### config.mk
export PLATFORM = sky130hd
export DESIGN_NAME = fetch_unit
export DESIGN_NICKNAME = d
export VERILOG_FILES = /design/src/rtl/rv32i_pkg.sv /design/src/rtl/fetch_addr_check.sv /design/src/rtl/fetch_unit.sv
export SDC_FILE = /design/constraint.sdc
export NUM_CORES = 1
export LEC_CHECK = 0
export CAP_MARGIN = 5
export CORE_MARGIN = 2
export CORE_UTILIZATION = 42
export DETAILED_ROUTE_END_ITERATION = 10
export HOLD_SLACK_MARGIN = 0.03
export PLACE_DENSITY = 0.75
export SLEW_MARGIN = 15
export SYNTH_ARGS = -nofsm -noshare
export SYNTH_HDL_FRONTEND = slang
export SYNTH_HIERARCHICAL = 1
export SYNTH_SLANG_ARGS = --single-unit
### constraint.sdc
create_clock -name clk -period 3.71 [get_ports clk]
set_input_delay 1.113 -clock clk [delete_from_list [all_inputs] [get_ports clk]]
set_output_delay 1.113 -clock clk [all_outputs]
set_load 0.03 [all_outputs]
### src/rtl/rv32i_pkg.sv
// Shared RV32I front-end definitions: data width, fetch FSM encoding and the NOP word
// that the fetch stage presents while it holds no instruction.
package rv32i_pkg;

  localparam int XLEN = 32;

  localparam logic [XLEN-1:0] NOP = 32'h0000_0013;

  typedef enum logic [1:0] {
    BOOT  = 2'd0,
    FETCH = 2'd1,
    FAULT = 2'd2
  } fetch_state_e;

endpackage

### src/rtl/fetch_addr_check.sv
// Combinational legality check for a fetch byte address: it must be word aligned and
// must fall inside the instruction memory.
module fetch_addr_check
  import rv32i_pkg::*;
#(
  parameter int IMEM_WORDS = 64
) (
  input  logic [XLEN-1:0] addr,
  output logic            illegal
);

  localparam logic [XLEN-3:0] WORD_LIMIT = (XLEN-2)'(IMEM_WORDS);

  assign illegal = (addr[1:0] != 2'b00) || (addr[XLEN-1:2] >= WORD_LIMIT);

endmodule

### src/rtl/fetch_unit.sv
// PC generation and instruction fetch: drives imem_addr, registers the returned word
// toward decode, handles stall, redirect/flush and illegal-address faults.
// Optional performance counters are built when FETCH_PERF_CNT_EN is defined.
module fetch_unit
  import rv32i_pkg::*;
#(
  parameter logic [31:0] RESET_VECTOR = 32'h0000_0000,
  parameter logic [31:0] TRAP_VECTOR  = 32'h0000_0100,
  parameter int          IMEM_WORDS   = 64
) (
  input  logic              clk,
  input  logic              reset,
  output logic [XLEN-1:0]   imem_addr,
  input  logic [XLEN-1:0]   imem_rd,
  input  logic              redirect,
  input  logic [XLEN-1:0]   redirect_target,
  input  logic              if_ready,
  output logic              if_valid,
  output logic [XLEN-1:0]   if_instr,
  output logic [XLEN-1:0]   if_pc,
  output logic [XLEN-1:0]   if_pc_plus4,
  output logic              fault,
  output logic [XLEN-1:0]   fault_pc,
  input  logic              fault_clear,
  output fetch_state_e      dbg_state
`ifdef FETCH_PERF_CNT_EN
  ,
  output logic [31:0]       fetch_count,
  output logic [15:0]       flush_count
`endif
);

  // Handshake: an entry transfers to decode on every edge where if_valid && if_ready;
  // once if_valid is high the entry stays stable until that transfer (or a flush).

  fetch_state_e    state_q, state_d;
  logic [XLEN-1:0] pc_q, pc_d;
  logic            valid_d;
  logic [XLEN-1:0] instr_d, ifpc_d, plus4_d, fault_pc_d;
  logic            fault_d;

  logic [XLEN-1:0] pc_inc;
  logic            pc_carry;
  logic            inc_range_bad, inc_illegal, target_illegal;
  logic            stall, handshake;

  assign {pc_carry, pc_inc} = {1'b0, pc_q} + 33'd4;
  assign inc_illegal        = inc_range_bad || pc_carry;
  assign stall              = if_valid && !if_ready;
  assign handshake          = if_valid && if_ready;
  assign imem_addr          = pc_q;
  assign dbg_state          = state_q;

  fetch_addr_check #(.IMEM_WORDS(IMEM_WORDS)) u_chk_target (
    .addr    (redirect_target),
    .illegal (target_illegal)
  );

  fetch_addr_check #(.IMEM_WORDS(IMEM_WORDS)) u_chk_inc (
    .addr    (pc_inc),
    .illegal (inc_range_bad)
  );

  always_comb begin
    state_d    = state_q;
    pc_d       = pc_q;
    valid_d    = if_valid;
    instr_d    = if_instr;
    ifpc_d     = if_pc;
    plus4_d    = if_pc_plus4;
    fault_d    = fault;
    fault_pc_d = fault_pc;
    case (state_q)
      BOOT: state_d = FETCH;
      FETCH: begin
        if (redirect) begin
          // Flush; a handshake in this same cycle has already completed for decode.
          valid_d = 1'b0;
          if (target_illegal) begin
            fault_d    = 1'b1;
            fault_pc_d = redirect_target;
            state_d    = FAULT;
          end else begin
            pc_d = redirect_target;
          end
        end else if (!stall) begin
          instr_d = imem_rd;
          ifpc_d  = pc_q;
          plus4_d = pc_inc;
          valid_d = 1'b1;
          if (inc_illegal) begin
            fault_d    = 1'b1;
            fault_pc_d = pc_inc;
            state_d    = FAULT;
          end else begin
            pc_d = pc_inc;
          end
        end
      end
      FAULT: begin
        if (handshake) valid_d = 1'b0;
        if (fault_clear) begin
          pc_d    = TRAP_VECTOR;
          fault_d = 1'b0;
          state_d = FETCH;
        end
      end
      default: state_d = BOOT;
    endcase
  end

  always_ff @(posedge clk) begin
    if (reset) begin
      state_q     <= BOOT;
      pc_q        <= RESET_VECTOR;
      if_valid    <= 1'b0;
      if_instr    <= NOP;
      if_pc       <= '0;
      if_pc_plus4 <= '0;
      fault       <= 1'b0;
      fault_pc    <= '0;
    end else begin
      state_q     <= state_d;
      pc_q        <= pc_d;
      if_valid    <= valid_d;
      if_instr    <= instr_d;
      if_pc       <= ifpc_d;
      if_pc_plus4 <= plus4_d;
      fault       <= fault_d;
      fault_pc    <= fault_pc_d;
    end
  end

`ifdef FETCH_PERF_CNT_EN
  always_ff @(posedge clk) begin
    if (reset) begin
      fetch_count <= '0;
      flush_count <= '0;
    end else begin
      if (handshake) fetch_count <= fetch_count + 32'd1;
      if (state_q == FETCH && redirect && flush_count != 16'hFFFF)
        flush_count <= flush_count + 16'd1;
    end
  end
`endif

endmodule

Word level (Yosys, flattened, before mapping)
Index checks and enable logic that the tools add are counted.
- input bits: 69
- word-level logic and storage cells: 67
- output and inout port bits: 164
- bits in registers: 164
- reduce and logical (&&, ||, !) cells: 17
- multiplexer cells: 26
- order comparisons: 2
- equal/unequal tests: 11
- add/subtract/negate cells: 1
- bitwise gates (word level): 2
- operators by type and width (kind ; number):
    two-way mux 32 bit ; 9
    one-hot mux 32 bit (2 select lines) ; 1
    greater-or-equal comparator 30 x 7 -> 1 bit, second input constant ; 2
    adder 32 x 3 -> 33 bit, second input constant ; 1
    inequality test 3 bit, second input constant ; 5
    two-way mux 2 bit ; 5
    AND reduction 5 bit ; 2
    two-way mux 1 bit ; 8
    AND reduction 4 bit ; 2
    nonzero test 2 bit ; 4
    inequality test 2 bit, second input constant ; 3
    one-hot mux 2 bit (3 select lines) ; 1
    AND reduction 3 bit ; 2
    one-hot mux 1 bit (2 select lines) ; 2
    logical OR 1 bit ; 3
    equality test 2 x 1 -> 1 bit, second input constant ; 1
    equality test 2 bit, second input constant ; 1
    logical AND 1 bit ; 2
    logical NOT 2 bit ; 1
    inequality test 2 x 1 -> 1 bit, second input constant ; 1
    NOT 1 bit ; 2
    logical NOT 1 bit ; 1

Logic depth before layout (Yosys ltp)
Gate-level depths: netlist of the first run.
- depth in word-level cells: 8
- gate-level depth with buffers: 16

By module
Netlist of the first run, hierarchy kept.
- modules (own cells, without submodules) (module ; cells an instance ; seq. area each (sq um) ; instances ; area an instance (sq um)):
    fetch_unit ; 857 ; 3243.1 ; 1 ; 6901.6
    fetch_addr_check ; 12 ; 0.0 ; 2 ; 95.1

Worst setup path after synthesis of the first run
Ideal clock, no wire load.
- kind: flip-flop to flip-flop
- start: reg pc_q[2] (netlist: imem_addr[2])
- end: reg pc_q[14] (netlist: imem_addr[14])
- required time: 3648 ps
- stages on the path, launching flop included: 15
- path slack: -275 ps
- setup time: 62 ps
- data arrival time: 3924 ps
- cell sequence: dfxtp_1 > ha_1 > nand3_2 > or3_1 > buf_2 > nor4_4 > xnor2_1 > nor4_2 > nand3_1 > a211o_1 > or2_2 > a21oi_1 > nand2_1 > nor3_1 > a32o_1
- word-level cells in the longest chain between the ends: 6
- elaborated cells on any way between the ends: 10
- those cells by class: add/sub: 1; order compare: 1; eq/ne: 1; mux: 4; reduce/logical: 3
- RTL lines (item ; line ; text):
    start, declared ; fetch_unit.sv:37 ; logic [XLEN-1:0] pc_q, pc_d;
    start signal, assigned ; fetch_unit.sv:124 ; pc_q <= pc_d;
    adder 32 x 3 -> 33 bit ; fetch_unit.sv:47 ; assign {pc_carry, pc_inc} = {1'b0, pc_q} + 33'd4;
    via pc_inc[30] ; fetch_unit.sv:42 ; logic [XLEN-1:0] pc_inc;
    greater-or-equal comparator 30 x 7 -> 1 bit ; fetch_addr_check.sv:14 ; assign illegal = (addr[1:0] != 2'b00) || (addr[XLEN-1:2] >= WORD_LIMIT);
    logical OR 1 bit ; fetch_addr_check.sv:14 ;
    via inc_range_bad ; fetch_unit.sv:44 ; logic inc_range_bad, inc_illegal, target_illegal;
    logical OR 1 bit ; fetch_unit.sv:48 ; assign inc_illegal = inc_range_bad || pc_carry;
    inequality test 3 bit (no source line) ; -- ;
    AND reduction 5 bit (no source line) ; -- ;
The timed path passes the listed nets, and every way through them passes these cells. The select of a mux whose other input is x is not followed.
A chain may end at the register's enable or synchronous reset.

Worst setup path in the final report of the first run
- start: reg pc_q[16] (netlist: imem_addr[16])
- end: reg pc_q[13] (netlist: imem_addr[13])
Same word-level chain as after synthesis.

==> summary.md, run 1 <==
| Metric | Value |
|---|---|
| Sw power | 0.00256 W |
| Clock tree buffer depth | 2 |
| H-tree lvl count | 4 |
| Largest delay share family, worst path | simple AND/OR/NAND/NOR gates |
| Worst VDD drop | 0.000402 V |
| Total power | 0.00681 W |
| Clock Skews | 0.00623 ns |
| Hold_sp | if_instr[6] |
| Sequential Power Share | 0.321 |
| Die footprint | 17900 um2 |
| Buf/Inv on CP | 3 |
| Layout cells sized above 1 | 0.158 |
| Power density cells | 628 nW/um2 |
| Synthesized Nets | 951 |
| Fin crit share | 0.991 |
| Comb power frac | 0.411 |
| Post-DP Area | 10100 um2 |
| Most frequent cells in the layout | clkdlybuf4s50_1 (230), nand2_1 (202), dfxtp_1 (155) |
| CP Capture Type | flop |
| Worst slew margin | 0.483 |
| Final instance area | 10800 um2 |
| Leakage power | 4.10 nW |
| Setup ws final | 0.0337 ns |
| Slowest stage delay, CP | 0.57 ns |
| Num CTS Buffers | 17 |
| Latest clock arrival within the worst-skew pair | 0.43 ns |
| GR met2 Demand/Resource | 0.402 |
| Worst-margin pin slew | 0.775 ns |
| Arr. time, crit path | 4.05 ns |
| Critical path cell sequence | nand4_2, or4_4, or2_4, xnor2_2, nor4_2, buf_4, nand4_1, a211o_1, or2_2, a21oi_2, buf_6, nand3_2, buf_6, o22ai_1, a22o_1 |
| Hold_buf cts | 0 |
| Ys flop type | dfxtp_1 |
| Reg-to-Reg End | imem_addr[13] |
| Post-Syn Area | 7090 um2 |
| Hold Violations, Final | 0 |
| Post-synth EDFFs | 0 |
| Sequential share of the synthesized area | 0.457 |
| Core Box Area | 16500 um2 |
| Worst slack, placed | 0.0373 ns |
| Synth warn | 6 |
| Max-slew violations | 0 |
| Die Height | 134 um |
| Largest net degree at the start of global routing | 75 |
| CTS tree | built |
| CP Max Fanout | 7 |
| Routed WL | 24300 um |
| WHS Endpoint | if_instr[6] |
| Area added between synthesis and finish | 52.9% |
| Diodes inserted | 0 |
| DR iter-0 viols | 570 |
| Mean Syn Cell Area | 8.05 um2 |
| Crit path top cell by count | buf_6 |
| # fillers | 1388 |
| GRT overflow | 0 |
| HP Class | reg -> reg |
| Final RePlAce weighted congestion | 1.02 |
| Antenna-violating nets left | 0 |
| CTS Sinks | 162 |
| TNS Setup | 0 ns |
| Max Cap Viol | 0 |
| Grt met1 use | 0.365 |
| Fmax | 272 MHz |
| GRT Max-Usage Layer | met2 |
| Clock period minus worst slack | 3.68 ns |
| TritonRoute pass-1 iters | 5 |
| Vias | 7336 |
| Global-route wire length before repair | 37400 um |
| RSZ-0062 raised after global routing | yes |
| Critical path's slowest cell | or4_4 |
| Setup CP Type | reg -> reg |
| Switching portion of total power | 0.376 |
| Clock network fraction of design power | 0.268 |
| Critical Path RT | 4.08 ns |
| Hold path depth | 2 |
| Clk slew on worst S/H paths | 0.06 ns |
| Met3 Usage GRT | 0.0654 |
| Async set or reset register ratio after synthesis | 0 |
| Via density | 5.29 |
| Final setup vio count | 0 |
| Worst setup SP type | flop |
| I/O Pins | 233 |
| GRT Util Overall | 0.266 |
| Synth unique cells | 59 |
| Leading cell type in the layout, fill and taps excluded | clkdlybuf4s50_1 |
| Drt wl/cell | 17.5 um |
| Post-synthesis register bit count | 162 |
| Core Rows | 47 |
| Detailed placement HPWL | 18000 um |
| Vias in the first global route | 6761 |
| Initial Utilization | 0.429 |
| Status | complete, no violations |
| R2r worst-path depth | 15 |
| Initial antenna violation count | 0 |
| Worst R2R Start | imem_addr[16] |
| Reg2Reg Setup Slack | 0.03 ns |
| Internal | 0.00425 W |
| Syn Inst Count | 881 |
| Port bufs | 232 |
| Layout net count | 1225 |
| Root Buffer | clkbuf_16 |
| Die width | 134 um |
| DRC | 0 |
-- worst max path at each step --
stage / from / to / slack [ns] / cells after the start
6_report: imem_addr[16] / imem_addr[13] / 0.03 / 15
5_1_grt: imem_addr[16] / imem_addr[0] / -0.04 / 15
4_1_cts: imem_addr[17] / imem_addr[13] / 0.05 / 15
3_5_place_dp: imem_addr[2] / imem_addr[13] / 0.04 / 16
3_3_place_gp: imem_addr[2] / imem_addr[23] / 0.02 / 15
2_1_floorplan: imem_addr[9] / imem_addr[14] / 0.02 / 14
-- tightest hold or removal path, delay by kind of cell, from the launching register on --
family	cells	cell delay [ns]
DFF	1	0.31
AOI/OAI and AO/OA	1	0.05
and+or+nand+nor	1	0.05
-- layer usage --
| metal | up-vias | wire length [um] | part of all wire |
|---|---|---|---|
| li1 | 3552 | - | - |
| met1 | 3418 | 10700 | 0.44 |
| met2 | 321 | 10900 | 0.45 |
| met3 | 45 | 2070 | 0.085 |
| met4 | 0 | 675 | 0.028 |
| met5 | - | 0 | 0 |
-- flip-flops by register name (all words and copies together), names as in the netlist --
signal	count
dbg_state	2
imem_addr	32
if_pc	32
fault_pc	32
if_instr	32
if_valid	1
if_pc_plus4	30
fault	1
-- cells by family (layout without fill, tap and decap cells) --
kind of cell | Yosys count | in the layout | share of synthesized area
adder cells (fa/ha/maj) | 1 | 1 | 0.00176
buffers and inverters | 84 | 371 | 0.0510
AND/OR/NAND/NOR | 413 | 413 | 0.279
flip-flops | 162 | 162 | 0.457
XOR/XNOR | 28 | 28 | 0.0420
AO/OA/AOI/OAI | 181 | 181 | 0.151
multiplexers | 12 | 12 | 0.0176
-- power groups by stage --
stage	Clock, W	Combinational, W	Sequential (W)
floorplan	0	0.000926	0.00278
global placement	0	0.00271	0.00221
detailed placement	0	0.00273	0.00222
CTS	0.00185	0.00274	0.00218
global route	0.00192	0.00297	0.00222
finish	0.00182	0.00280	0.00219
-- layout make-up --
| class | instances | area (um2) | area share |
|---|---|---|---|
| Timing Repair Buffer | 324 | 3060 | 0.282 |
| Multi-Input combinational cell | 635 | 3590 | 0.331 |
| Clock inverter | 11 | 153 | 0.0141 |
| Sequential cell | 162 | 3250 | 0.300 |
| Tap cell | 220 | 275 | 0.0254 |
| Clock buffer | 21 | 460 | 0.0425 |
| Inverter | 15 | 56.3 | 0.00519 |
-- Yosys cell counts (9+ instances only) --
| cell type | number | share of area |
|---|---|---|
| xor2_1 | 12 | 0.015 |
| o21ai_0 | 21 | 0.015 |
| nor3_1 | 32 | 0.023 |
| clkbuf_1 | 47 | 0.025 |
| nand2b_1 | 19 | 0.017 |
| nand2_1 | 203 | 0.11 |
| xnor2_1 | 9 | 0.011 |
| nand4_1 | 10 | 0.0088 |
| nand3_1 | 15 | 0.011 |
| nor2_1 | 71 | 0.038 |
| a211oi_1 | 9 | 0.0095 |
| inv_1 | 14 | 0.0074 |
| a21oi_1 | 102 | 0.072 |
| buf_2 | 11 | 0.0078 |
| nor4_1 | 12 | 0.011 |
| o211ai_1 | 14 | 0.015 |
| dfxtp_1 | 162 | 0.46 |
-- timing repair --
item / 4_1_cts / 5_1_grt
setup buffers: 0 / 3
setup endpoints to repair: 1 / 57
gates cloned: 0 / 1
hold endpoints to repair: 0 / 0
pin swaps: 0 / 12
resized for setup: 1 / 30
-- metrics by stage --
step                hold WS, ns  instances   util
floorplan                 0.479        881      -
global placement          0.439       1352  0.611
detailed placement        0.445       1352  0.611
CTS                       0.454       1384  0.648
global route              0.471       1388  0.656
finish                    0.451       1388  0.656
Note: power is estimated with default switching activity, not from simulation.
==> inputs of run 2 (changes only) <==
CTS_CLUSTER_SIZE = 8   (was default)
==> results of run 2 <==
Final layout, timing and power as in run 1 (identical DEF).
==> inputs of run 3 (changes only) <==
CORE_UTILIZATION = 45   (was 42)
DONT_BUFFER_PORTS = 1   (was default)
PLACE_DENSITY = 0.6   (was 0.75)
==> run 3 against run 2 <==
Effect of this change: clock skew increased by 0.0011 ns; final cell count fell by 18%; critical path depth increased by 1; clock power shrank 3%; largest cell class unchanged.
==> summary.md, run 3 (same netlist as run 1, synthesis figures left out) <==
| Metric | Value |
|---|---|
| Setup ws final | 0.107 ns |
| GRT Max-Usage Layer | met2 |
| Final setup vio count | 0 |
| Worst-margin pin slew | 0.716 ns |
| Worst slack, placed | -0.0450 ns |
| Diodes inserted | 0 |
| Clk slew on worst S/H paths | 0.06 ns |
| Worst VDD drop | 0.000359 V |
| Latest clock arrival within the worst-skew pair | 0.43 ns |
| Vias in the first global route | 5912 |
| DRC | 0 |
| Num CTS Buffers | 17 |
| I/O Pins | 233 |
| TritonRoute pass-1 iters | 6 |
| Hold Violations, Final | 0 |
| Status | complete, no violations |
| Die Height | 130 um |
| Power density cells | 726 nW/um2 |
| Area added between synthesis and finish | 18.9% |
| Via density | 5.63 |
| CP Max Fanout | 7 |
| Worst setup SP type | flop |
| Vias | 6448 |
| CTS Sinks | 162 |
| Initial antenna violation count | 0 |
| Die footprint | 16800 um2 |
| HP Class | reg -> reg |
| Global-route wire length before repair | 34700 um |
| Largest net degree at the start of global routing | 148 |
| GR met2 Demand/Resource | 0.421 |
| Leading cell type in the layout, fill and taps excluded | nand2_1 |
| Detailed placement HPWL | 17100 um |
| Leakage power | 3.23 nW |
| Worst slew margin | 0.520 |
| Initial Utilization | 0.463 |
| Most frequent cells in the layout | nand2_1 (203), dfxtp_1 (160), a21oi_1 (102) |
| Core Box Area | 15300 um2 |
| Drt wl/cell | 20.3 um |
| CP Capture Type | flop |
| Grt met1 use | 0.370 |
| DR iter-0 viols | 518 |
| Layout cells sized above 1 | 0.179 |
| CTS tree | built |
| Root Buffer | clkbuf_16 |
| Met3 Usage GRT | 0.0888 |
| Core Rows | 45 |
| Reg area | 3250 um2 |
| Hold WS | 0.474 ns |
| # fillers | 1519 |
| Die width | 130 um |
| Clock tree buffer depth | 2 |
| GRT Util Overall | 0.275 |
| Max-slew violations | 0 |
| Fin crit share | 0.971 |
| Clock period minus worst slack | 3.60 ns |
| Fmax | 278 MHz |
| Routed WL | 23200 um |
| Total power | 0.00612 W |
| Layout net count | 991 |
| Setup CP Type | reg -> reg |
| Multi-input gate area | 3550 um2 |
| GRT overflow | 0 |
| Fin util | 0.551 |
| Arr. time, crit path | 3.97 ns |
| Final RePlAce weighted congestion | 0.894 |
| Antenna-violating nets left | 0 |
| Clock Skews | 0.00733 ns |
| Max Cap Viol | 0 |
| H-tree lvl count | 4 |
| Critical Path RT | 4.08 ns |
| Port bufs | 0 |
run 3: worst paths after layout:
check,start,to,cells after the start,slack (ns)
max,imem_addr[3],imem_addr[13],16,0.11
min,imem_addr[3],imem_addr[3],2,0.47
max reg2reg,imem_addr[3],imem_addr[13],16,0.11
min reg2reg,imem_addr[3],imem_addr[3],2,0.47
run 3: final cells by class:
| cell class | instances | area share |
|---|---|---|
| clock inverters | 11 | 0.0151 |
| repair buffers | 90 | 0.0851 |
| well taps | 211 | 0.0313 |
| clock buffers | 21 | 0.0558 |
| multi-input cells | 635 | 0.421 |
| inverters | 15 | 0.00667 |
| flip-flops and latches | 162 | 0.385 |
run 3: stage by stage:
step	cells	area [um2]	setup TNS, ns
floorplan	881	7100	0
global placement	1112	7770	0
detailed placement	1112	7770	-0.116
CTS	1144	8380	0
global route	1145	8440	-0.00144
finish	1145	8440	0
run 3: critical path, stage by stage, from the launching register on:
cell and delay (ns):
dfxtp_2 0.35, ha_2 0.20, nand3_2 0.09, or3_4 0.46, buf_4 0.18, nor3_4 0.19, xor2_2 0.14, nor4_4 0.29
nand3_1 0.12, a211o_1 0.29, or2_2 0.29, a21oi_1 0.15, buf_4 0.15, nand3_2 0.17, buf_6 0.22, o22ai_1 0.13
a22o_1 0.14
run 3: repair_timing:
action | CTS | global route
gates cloned | 0 | 1
resized for setup | 2 | 9
setup buffers | 0 | 0
pin swaps | 0 | 3
setup endpoints to repair | 11 | 32
hold buffers | 0 | 0
run 3: layer usage:
metal / wire [um] / vias up
met3: 2230 / 25
met1: 10100 / 3065
met4: 414 / 0
met2: 10400 / 256
met5: 0 / -
li1: - / 3102
run 3: power by group:
| part | internal [W] | total [W] | switching, W | leakage (nW) |
|---|---|---|---|---|
| Clock | 0.00105 | 0.00177 | 0.000722 | 0.286 |
| Combinational | 0.000626 | 0.00172 | 0.00110 | 1.62 |
| Sequential | 0.00202 | 0.00263 | 0.000612 | 1.32 |
